==> src/rtl/tx_buff.sv <==
// CAN transmit staging buffer.
// Holds one standard-ID frame (2 header bytes + up to 8 data bytes) written
// byte-by-byte by the host. Once every byte the frame needs is loaded, the
// buffer locks and starts the frame generator. It stays locked until the
// generator reports a successful transmission.
// Build option: TX_BUFF_SUCCESS_CLR_EN also zeroes all bytes on release.
//
// Handshake semantics: a tx_buff_ld bit is a write request that is accepted
// on a rising edge only while tx_buff_busy is 0. frame_gen_intl is a
// one-cycle start pulse to the generator. tx_success is honoured only while
// tx_buff_busy is 1, and it releases the buffer on that edge.
module tx_buff #(
    parameter int NUM_BYTES = 10,
    parameter int MAX_DATA  = 8
) (
    input  logic                 clk,
    input  logic                 g_rst,
    input  logic [7:0]           data_in,
    input  logic [NUM_BYTES-1:0] tx_buff_ld,
    input  logic                 tx_success,
    output logic                 frame_gen_intl,
    output logic                 tx_buff_busy,
    output logic [7:0]           tx_buff_1,
    output logic [7:0]           tx_buff_2,
    output logic [7:0]           tx_buff_3,
    output logic [7:0]           tx_buff_4,
    output logic [7:0]           tx_buff_5,
    output logic [7:0]           tx_buff_6,
    output logic [7:0]           tx_buff_7,
    output logic [7:0]           tx_buff_8,
    output logic [7:0]           tx_buff_9,
    output logic [7:0]           tx_buff_10,
    output logic                 rtr,
    output logic [3:0]           dlc
);

    localparam logic [3:0] MAX_DLC = 4'(MAX_DATA);

    logic [7:0]           buff_q [NUM_BYTES];
    logic [7:0]           buff_d [NUM_BYTES];
    logic [NUM_BYTES-1:0] loaded_q;
    logic [NUM_BYTES-1:0] loaded_d;
    logic                 busy_q;
    logic                 busy_d;
    logic                 intl_q;
    logic                 intl_d;

    logic [3:0]           need;
    logic [NUM_BYTES-1:0] req_mask;
    logic                 complete;

    // Next-state: accept writes when unlocked, detect completion on the
    // next-state mask/header, or release on tx_success when locked.
    always_comb begin
        for (int k = 0; k < NUM_BYTES; k++) begin
            buff_d[k] = buff_q[k];
        end
        loaded_d = loaded_q;
        busy_d   = busy_q;
        intl_d   = 1'b0;
        need     = 4'd0;
        req_mask = '0;
        complete = 1'b0;

        if (busy_q) begin
            if (tx_success) begin
                busy_d   = 1'b0;
                loaded_d = '0;
`ifdef TX_BUFF_SUCCESS_CLR_EN
                for (int k = 0; k < NUM_BYTES; k++) begin
                    buff_d[k] = 8'h00;
                end
`endif
            end
        end else begin
            for (int k = 0; k < NUM_BYTES; k++) begin
                if (tx_buff_ld[k]) begin
                    buff_d[k]   = data_in;
                    loaded_d[k] = 1'b1;
                end
            end

            // Remote frames carry no data; oversize DLC codes mean 8 bytes.
            if (buff_d[1][4]) begin
                need = 4'd0;
            end else if (buff_d[1][3:0] > MAX_DLC) begin
                need = MAX_DLC;
            end else begin
                need = buff_d[1][3:0];
            end

            req_mask[0] = 1'b1;
            req_mask[1] = 1'b1;
            for (int i = 2; i < NUM_BYTES; i++) begin
                req_mask[i] = ((i - 2) < int'(need));
            end

            complete = &(loaded_d | ~req_mask);
            if (complete) begin
                busy_d = 1'b1;
                intl_d = 1'b1;
            end
        end
    end

    // State registers with synchronous reset taking priority over everything.
    always_ff @(posedge clk) begin
        if (g_rst) begin
            for (int k = 0; k < NUM_BYTES; k++) begin
                buff_q[k] <= 8'h00;
            end
            loaded_q <= '0;
            busy_q   <= 1'b0;
            intl_q   <= 1'b0;
        end else begin
            for (int k = 0; k < NUM_BYTES; k++) begin
                buff_q[k] <= buff_d[k];
            end
            loaded_q <= loaded_d;
            busy_q   <= busy_d;
            intl_q   <= intl_d;
        end
    end

    assign frame_gen_intl = intl_q;
    assign tx_buff_busy   = busy_q;
    assign tx_buff_1      = buff_q[0];
    assign tx_buff_2      = buff_q[1];
    assign tx_buff_3      = buff_q[2];
    assign tx_buff_4      = buff_q[3];
    assign tx_buff_5      = buff_q[4];
    assign tx_buff_6      = buff_q[5];
    assign tx_buff_7      = buff_q[6];
    assign tx_buff_8      = buff_q[7];
    assign tx_buff_9      = buff_q[8];
    assign tx_buff_10     = buff_q[9];
    assign rtr            = buff_q[1][4];
    assign dlc            = buff_q[1][3:0];

endmodule

==> config.mk <==
export PLATFORM = sky130hd
export DESIGN_NAME = tx_buff
export DESIGN_NICKNAME = d
export VERILOG_FILES = /design/src/rtl/tx_buff.sv
export SDC_FILE = /design/constraint.sdc
export NUM_CORES = 1
export LEC_CHECK = 0
export ABC_AREA = 1
export CAP_MARGIN = 10
export CORE_MARGIN = 2
export CORE_UTILIZATION = 42
export DETAILED_ROUTE_END_ITERATION = 12
export PLACE_DENSITY_LB_ADDON = 0.1
export SLEW_MARGIN = 40
export SYNTH_ARGS = -nofsm -noshare
export SYNTH_HDL_FRONTEND = slang
export SYNTH_SLANG_ARGS = --single-unit
export TNS_END_PERCENT = 100
==> constraint.sdc <==
create_clock -name clk -period 1.15 [get_ports clk]
set_input_delay 0.115 -clock clk [delete_from_list [all_inputs] [get_ports clk]]
set_output_delay 0.115 -clock clk [all_outputs]
set_load 0.02 [all_outputs]
Word level (Yosys, flattened, before mapping)
Memory sizes are Yosys's and may differ from the RTL's.
Cells that the tools add are included.

word-level totals
  register bits = 12
  memory bits (writable) = 80
  bits of input ports = 21
  output and inout port bits = 87
  memories = 1

memories
  name    words  bits a word  rd ports  clocked after memory_dff  write ports  line  RTL
  buff_q  10     8            10        0                         10           39    logic [7:0] buff_q [NUM_BYTES];

operators by class
  $lt $le $gt $ge = 9
  equality and inequality tests = 1
  multiplexer cells = 53
  bitwise operators = 12
  reductions and logical operators = 2

operator list
  kind                                                                  number
  8-bit 2-to-1 mux                                                      21
  80-bit 2-to-1 mux                                                     1
  1-bit 2-to-1 mux                                                      26
  10-bit 2-to-1 mux                                                     2
  3-bit by 4-bit < comparator with 1-bit output (first input constant)  4
  4-bit 2-to-1 mux                                                      3
  10-bit inverter                                                       1
  1-bit bitwise OR                                                      10
  10-bit bitwise OR                                                     1
  10-bit AND reduction                                                  1
  1-bit by 4-bit < comparator with 1-bit output (first input constant)  2
  2-bit by 4-bit < comparator with 1-bit output (first input constant)  2
  4-bit greater-than comparator (second input constant)                 1
  2-bit inequality test (second input constant)                         1
  2-bit OR reduction                                                    1

Logic depth before layout (Yosys ltp)
Gate-level depths: netlist of the first run.

  depth after elaboration = 12
  mapped depth = 12

Worst setup path after synthesis of the first run
OpenSTA, ideal clock, no wires.

  path type = register -> register
  start point = register busy_q (netlist: tx_buff_busy)
  end point = memory buff_q[0][3]
  arrival = 1.181 ns
  path slack = -0.163 ns
  cell stages (with the launch flop) = 9
  clock period less this slack = 1.313 ns
  path through = dfxtp_1 -> buf_6 -> inv_4 -> buf_6 -> nand2_4 -> inv_2 -> buf_6 -> o21ai_0 -> a21oi_1

RTL lines
  item                      line  RTL
  start: declaration        43    logic busy_q;
  start signal: assignment  120   busy_q <= busy_d;
  end: declaration          39

==> qor.txt, run 1 <==
status - finished, violations left
failing checks - setup timing
relative max-transition margin - 0.8419
Tcrit/Tclk final - 1.062
Syn Nets - 468
Worst Path Max Fanout - 3
Finished Core Util - 0.6062
post-synth top area cell - dfxtp_1
n_diodes - 0
Clk Tree Root Cell - clkbuf_8
# port buffers - 107
Worst-Margin Slew - 0.2368 ns
largest net degree at the start of global routing - 57
Synth top area share - 0.5205
initial core utilization - 0.4328
P&R area growth vs syn - 40.06%
Crit path required time - 1.44 ns
Crit Reg-Reg Startpoint - buff_q[0][10]$_SDFFE_PP0N_
vias per cell - 4.858
pwr dens - 1581 nW/um^2
Fin. Hold Viols - 0
crit end category - flop
share of cells above drive strength 1 - 0.3140
critical path launch point - buff_q[0][10]$_SDFFE_PP0N_
total gr overflow - 0
Final setup viols - 4
Routed WL per cell - 14.57 microns
asr flop ratio synth - 0
depth of the CTS H-tree - 3
EDFF count, synth - 0
sequential-to-total area share from yosys stat - 0.5205
Synth top cells by count - nor2_1, dfxtp_1, o21ai_0
synthesized area - 3538 sq um
Tot GR Track Use - 0.2099
routability cong. - 0.8158
top_reg_cell synth - dfxtp_1
crit path launch type - flop
DR iter-0 viols - 215
First-pass DRT Iterations - 4
first-pass GRT wire length - 14.68 mm
CTS tree - done
Peak Freq - 819.2 MHz
TritonCTS Buffers - 9
Slew Limit Fails - 0
clk_skew - 0.007391 ns
Final Non-Filler Cells - 691
Yosys reg bits - 92
Hold/Removal Path Class - input port to flop
DIE AREA - 9175 sq um
RSZ-0062 raised after global routing - yes
Register Area - 1857 sq um
Max clock buf depth - 2
cells taking the most area after synthesis - dfxtp_1, nor2_1, o21ai_0
post-route setup slack - -0.07077 ns
clk_lat worst skew - 0.35 ns
CTS clk-pin slew, worst paths - 0.09 ns
Total Wirelength - 10.07 mm
area occupied by multi-input gates - 1450 sq um
core area - 8175 sq um
leakage power - 2.327 nW
Post-CTS Hold Buffers - 0
Max Cap Viol - 0
Die Wd - 95.79 microns
Netlist cell types - 27
number of antenna violations at the first check in global routing - 0
number of global-route vias before repair - 3010
hold wc startpoint - g_rst
number of instances in the placed design - 668
via count - 3357
Vert. Die Dim - 95.79 microns
min cycle time layout - 1.221 ns
top-count cell post-synth - nor2_1
syn avg cell area - 7.916 sq um
WHS - 0.1919 ns
antenna viol nets, final - 0
HPWL after DPL - 6.946 mm
Ports - 108
# DRC - 0
Final TNS setup - -0.1436 ns
# rows - 33
WP data arrival - 1.51 ns
Post-Syn Instances - 447
Syn. warnings - 0
Nets - 602
# fillers - 751
CTS sink cnt - 92
Crit Path Category - flop to flop
maximum VDD drop - 0.0008037 V
worst paths after layout:
path	endpoint	slack [ns]	cells after the start
max	tx_buff_busy$_SDFF_PP0_	-0.07	10
min	buff_q[0][9]$_SDFFE_PP0N_	0.19	3
max reg2reg	tx_buff_busy$_SDFF_PP0_	-0.07	10
min reg2reg	loaded_q[0]$_SDFFE_PP0P_	0.47	2
cell type report:
type / count / share of cell area
clock inverter: 5 / 0.009089
timing repair buffer: 154 / 0.2358
inverter: 34 / 0.03080
clock buffer: 11 / 0.03055
multi-input combinational: 290 / 0.2926
sequential: 92 / 0.3747
tap: 105 / 0.02651
report_power, final:
part,switching [mW],internal (mW),leakage [nW]
clock,1.17,0.931,0.0976
combinational,1.22,0.786,1.46
sequential,0.202,3.53,0.768
total,2.59,5.24,2.33
placed cells by master (no fill, tap or decap), types with 4 or more instances in the layout:
cell type        instances
nand2_4                  7
clkbuf_8                11
a21oi_1                 43
nand2_2                 10
nand2_1                 23
a22oi_1                  4
nand3_1                  4
inv_2                    7
buf_4                   42
o21ai_2                  5
inv_1                   20
clkbuf_2                58
dfxtp_1                 86
o21ai_0                 59
clkdlybuf4s50_1         18
nor2_1                 100
o21ai_1                 18
nor2_4                   4
clkdlybuf4s15_1         20
nor2_2                   6
clkdlybuf4s15_2          6
metal layers:
layer / vias to the layer above / wire (microns) / global-route usage / share of wire
li1: 1712 / - / - / -
met1: 1548 / 4372 / 0.2784 / 0.43
met2: 95 / 5058 / 0.3497 / 0.50
met3: 2 / 601 / 0.03367 / 0.060
met4: 0 / 33 / 0.06786 / 0.0033
met5: - / 0 / 0 / 0
metrics by stage:
step / power [mW] / area, sq um / setup WS [ns]
floorplan: 4.932 / 3550 / -0.02706
global placement: 5.871 / 4873 / -0.3650
detailed placement: 5.910 / 4873 / -0.4109
CTS: 7.838 / 5074 / -0.03019
global route: 8.245 / 4956 / -0.1656
finish: 7.838 / 4956 / -0.07077
worst max-delay path, stage by stage, from the launching register on:
cell,delay (ns)
dfxtp_2,0.34
inv_1,0.06
nand2_1,0.07
nand2_2,0.06
nor2_4,0.12
nand3_2,0.11
o21ai_2,0.07
nand3_1,0.10
nand2_1,0.10
nand2_2,0.06
nand2_1,0.07
registers in the layout, summed over array words and instances, names as in the netlist:
signal	count
frame_gen_intl	1
tx_buff_busy	1
buff_q	80
loaded_q	10
kinds of logic (layout without fill, tap and decap cells):
group,Yosys count,in the layout,share of synthesized area
simple gates,155,156,0.1892
buf+inv,66,204,0.09335
flops,92,92,0.5205
compound gates,134,134,0.1970
repair_timing:
item,in CTS,in global routing
pin swaps,4,12
buffers inserted,1,3
cloned,0,3
gates resized for setup,172,130
endpoints found under the setup margin,99,122
Note: power is estimated with default switching activity, not from simulation.
==> inputs of run 2 (changes only) <==
--- a/config.mk
+++ b/config.mk
@@ -15,4 +15,3 @@
 export SYNTH_ARGS = -nofsm -noshare
 export SYNTH_HDL_FRONTEND = slang
 export SYNTH_SLANG_ARGS = --single-unit
-export TNS_END_PERCENT = 100
==> results of run 2 <==
The final DEF is identical to that of run 1; final timing and power are the same.
==> inputs of run 3 (changes only) <==
--- a/config.mk
+++ b/config.mk
@@ -6,8 +6,7 @@
 export NUM_CORES = 1
 export LEC_CHECK = 0
 export ABC_AREA = 1
-export CAP_MARGIN = 10
-export CORE_MARGIN = 2
+export CAP_MARGIN = 30
 export CORE_UTILIZATION = 42
 export DETAILED_ROUTE_END_ITERATION = 12
 export PLACE_DENSITY_LB_ADDON = 0.1
==> qor.txt, run 3 (synthesis results as in run 1) <==
Ports - 108
Setup Slack @ Placement - -0.4610 ns
buffers plus inverters on the worst setup path - 2
Final setup viols - 3
number of instances in the placed design - 664
Final Non-Filler Cells - 686
Crit Reg-Reg Startpoint - buff_q[0][12]$_SDFFE_PP0N_
total gr overflow - 0
antenna viol nets, final - 0
Finished Cell Area - 4984 sq um
reg2reg setup slack - -0.06 ns
Worst-Margin Slew - 0.2749 ns
Final TNS setup - -0.1168 ns
# rows - 33
Crit path depth - 10
share of cells above drive strength 1 - 0.3115
# port buffers - 107
status - finished, violations left
Max clock buf depth - 2
vias per cell - 4.888
clk_skew - 0.008292 ns
Vert. Die Dim - 93.79 microns
Final Power - 7.860 mW
DP Area - 4881 sq um
first-pass GRT wire length - 14.92 mm
largest net degree at the start of global routing - 36
Crit path required time - 1.40 ns
HPWL after DPL - 6.948 mm
crit end category - flop
Nets - 597
Peak Freq - 825.5 MHz
WHS - 0.3511 ns
initial core utilization - 0.4328
WP data arrival - 1.46 ns
R2R depth - 10
TritonCTS Buffers - 9
Clk Tree Root Cell - clkbuf_8
P&R area growth vs syn - 40.84%
via count - 3353
Tcrit/Tclk final - 1.053
# DRC - 0
RSZ-0062 raised after global routing - yes
CTS clk-pin slew, worst paths - 0.08 ns
number of global-route vias before repair - 3002
critical path launch point - buff_q[0][12]$_SDFFE_PP0N_
First-pass DRT Iterations - 5
Fin. Hold Viols - 0
CTS sink cnt - 92
commonest cells after routing, fill and taps aside - nor2_1, dfxtp_1, o21ai_0
Hold/Removal Path Class - input port to flop
CP peak stage delay - 0.36 ns
post-route setup slack - -0.06135 ns
Internal - 5.303 mW
min cycle time layout - 1.211 ns
n_diodes - 0
relative max-transition margin - 0.8161
critical path's top delay family - simple AND/OR/NAND/NOR gates
largest registers - buff_q x80, loaded_q x10
Cell Chain, Critical Path - inv_1 > nand2_2 > nand2_4 > nand3_2 > nor2_1 > nor2_1 > nand3_1 > nand2_1 > nand2_1 > inv_1
most common cell after layout, fill and taps aside - nor2_1
Max Cap Viol - 0
largest register by flop count - buff_q
clock share of power - 0.269
Routed WL per cell - 14.40 microns
sequential fraction of design power - 0.475
clk_lat worst skew - 0.35 ns
number of antenna violations at the first check in global routing - 0
Die Wd - 93.79 microns
net switching power - 2.557 mW
failing checks - setup timing
Tot GR Track Use - 0.2237
Crit Path Category - flop to flop
RR Endpoint - frame_gen_intl$_SDFF_PP0_
core area - 8175 sq um
Slew Limit Fails - 0
routability cong. - 0.8171
CTS tree - done
slowest library cell on the worst path - dfxtp_4
DIE AREA - 8796 sq um
Worst Setup EP - frame_gen_intl$_SDFF_PP0_
Worst Path Max Fanout - 4
crit path launch type - flop
Combinational Power Share - 0.256
leakage power - 2.314 nW
sw frac - 0.3253
maximum VDD drop - 0.0007582 V
DR iter-0 viols - 107
depth of the CTS H-tree - 3
pwr dens - 1577 nW/um^2
Finished Core Util - 0.6096
Total Wirelength - 9.880 mm
number of flip-flops in the largest register - 80
[run 3: changes by cell type in the layout (fill, tap and decap cells not counted), moves of 3 or more]
cell             change
o21ai_2              +3
buf_4                -7
nand3_2              +3
clkdlybuf4s15_2      +5
clkbuf_2             -6
buf_12               +3
[run 3: worst min-delay path by stage]
stage | from | to | cells past startpoint
after floorplan | g_rst | loaded_q[0]$_SDFFE_PP0P_ | 1
after global placement | loaded_q[0]$_SDFFE_PP0P_ | loaded_q[0]$_SDFFE_PP0P_ | 2
after detailed placement | loaded_q[0]$_SDFFE_PP0P_ | loaded_q[0]$_SDFFE_PP0P_ | 2
after CTS | tx_buff_ld[9] | loaded_q[9]$_SDFFE_PP0P_ | 3
after global routing | tx_buff_ld[1] | buff_q[0][9]$_SDFFE_PP0N_ | 6
final | tx_buff_ld[1] | buff_q[0][9]$_SDFFE_PP0N_ | 6
[run 3: routing by layer]
| layer | global-route usage | vias up | share of wire |
|---|---|---|---|
| met2 | 0.3777 | 87 | 0.48 |
| li1 | - | 1710 | - |
| met3 | 0.03722 | 11 | 0.044 |
| met1 | 0.2820 | 1545 | 0.46 |
| met5 | 0 | - | 0 |
| met4 | 0.09103 | 0 | 0.015 |
[run 3: worst reg2reg max path, cell delays in order, from the launching register on]
cell     delay (ns)
dfxtp_4        0.36
inv_1          0.06
nand2_2        0.06
nand2_4        0.10
nand3_2        0.10
nor2_1         0.10
nor2_1         0.06
nand3_1        0.08
nand2_1        0.06
nand2_1        0.08
inv_1          0.05
[run 3: final cells by class]
type,count,area [sq um]
clock inverter,4,30.03
sequential,92,1854
fill,768,3192
clock buffer,12,166.4
tap,105,131.4
inverter,34,152.6
multi-input combinational,290,1464
timing repair buffer,149,1185
[run 3: power groups by stage]
stage / clock (mW) / combinational (mW) / sequential (mW)
2_1_floorplan: 0 / 0.821 / 4.11
3_3_place_gp: 0 / 2.08 / 3.79
3_5_place_dp: 0 / 2.12 / 3.80
4_1_cts: 2.15 / 2.01 / 3.72
5_1_grt: 2.30 / 2.18 / 3.77
6_report: 2.12 / 2.01 / 3.73
[run 3: what timing repair did]
action | in CTS | in global routing
hold endpoints to repair | 0 | 0
cloned | 2 | 0
hold buffers | 0 | 0
endpoints found under the setup margin | 104 | 118
buffers inserted | 2 | 2
resized for setup | 171 | 132
pin swaps | 3 | 9
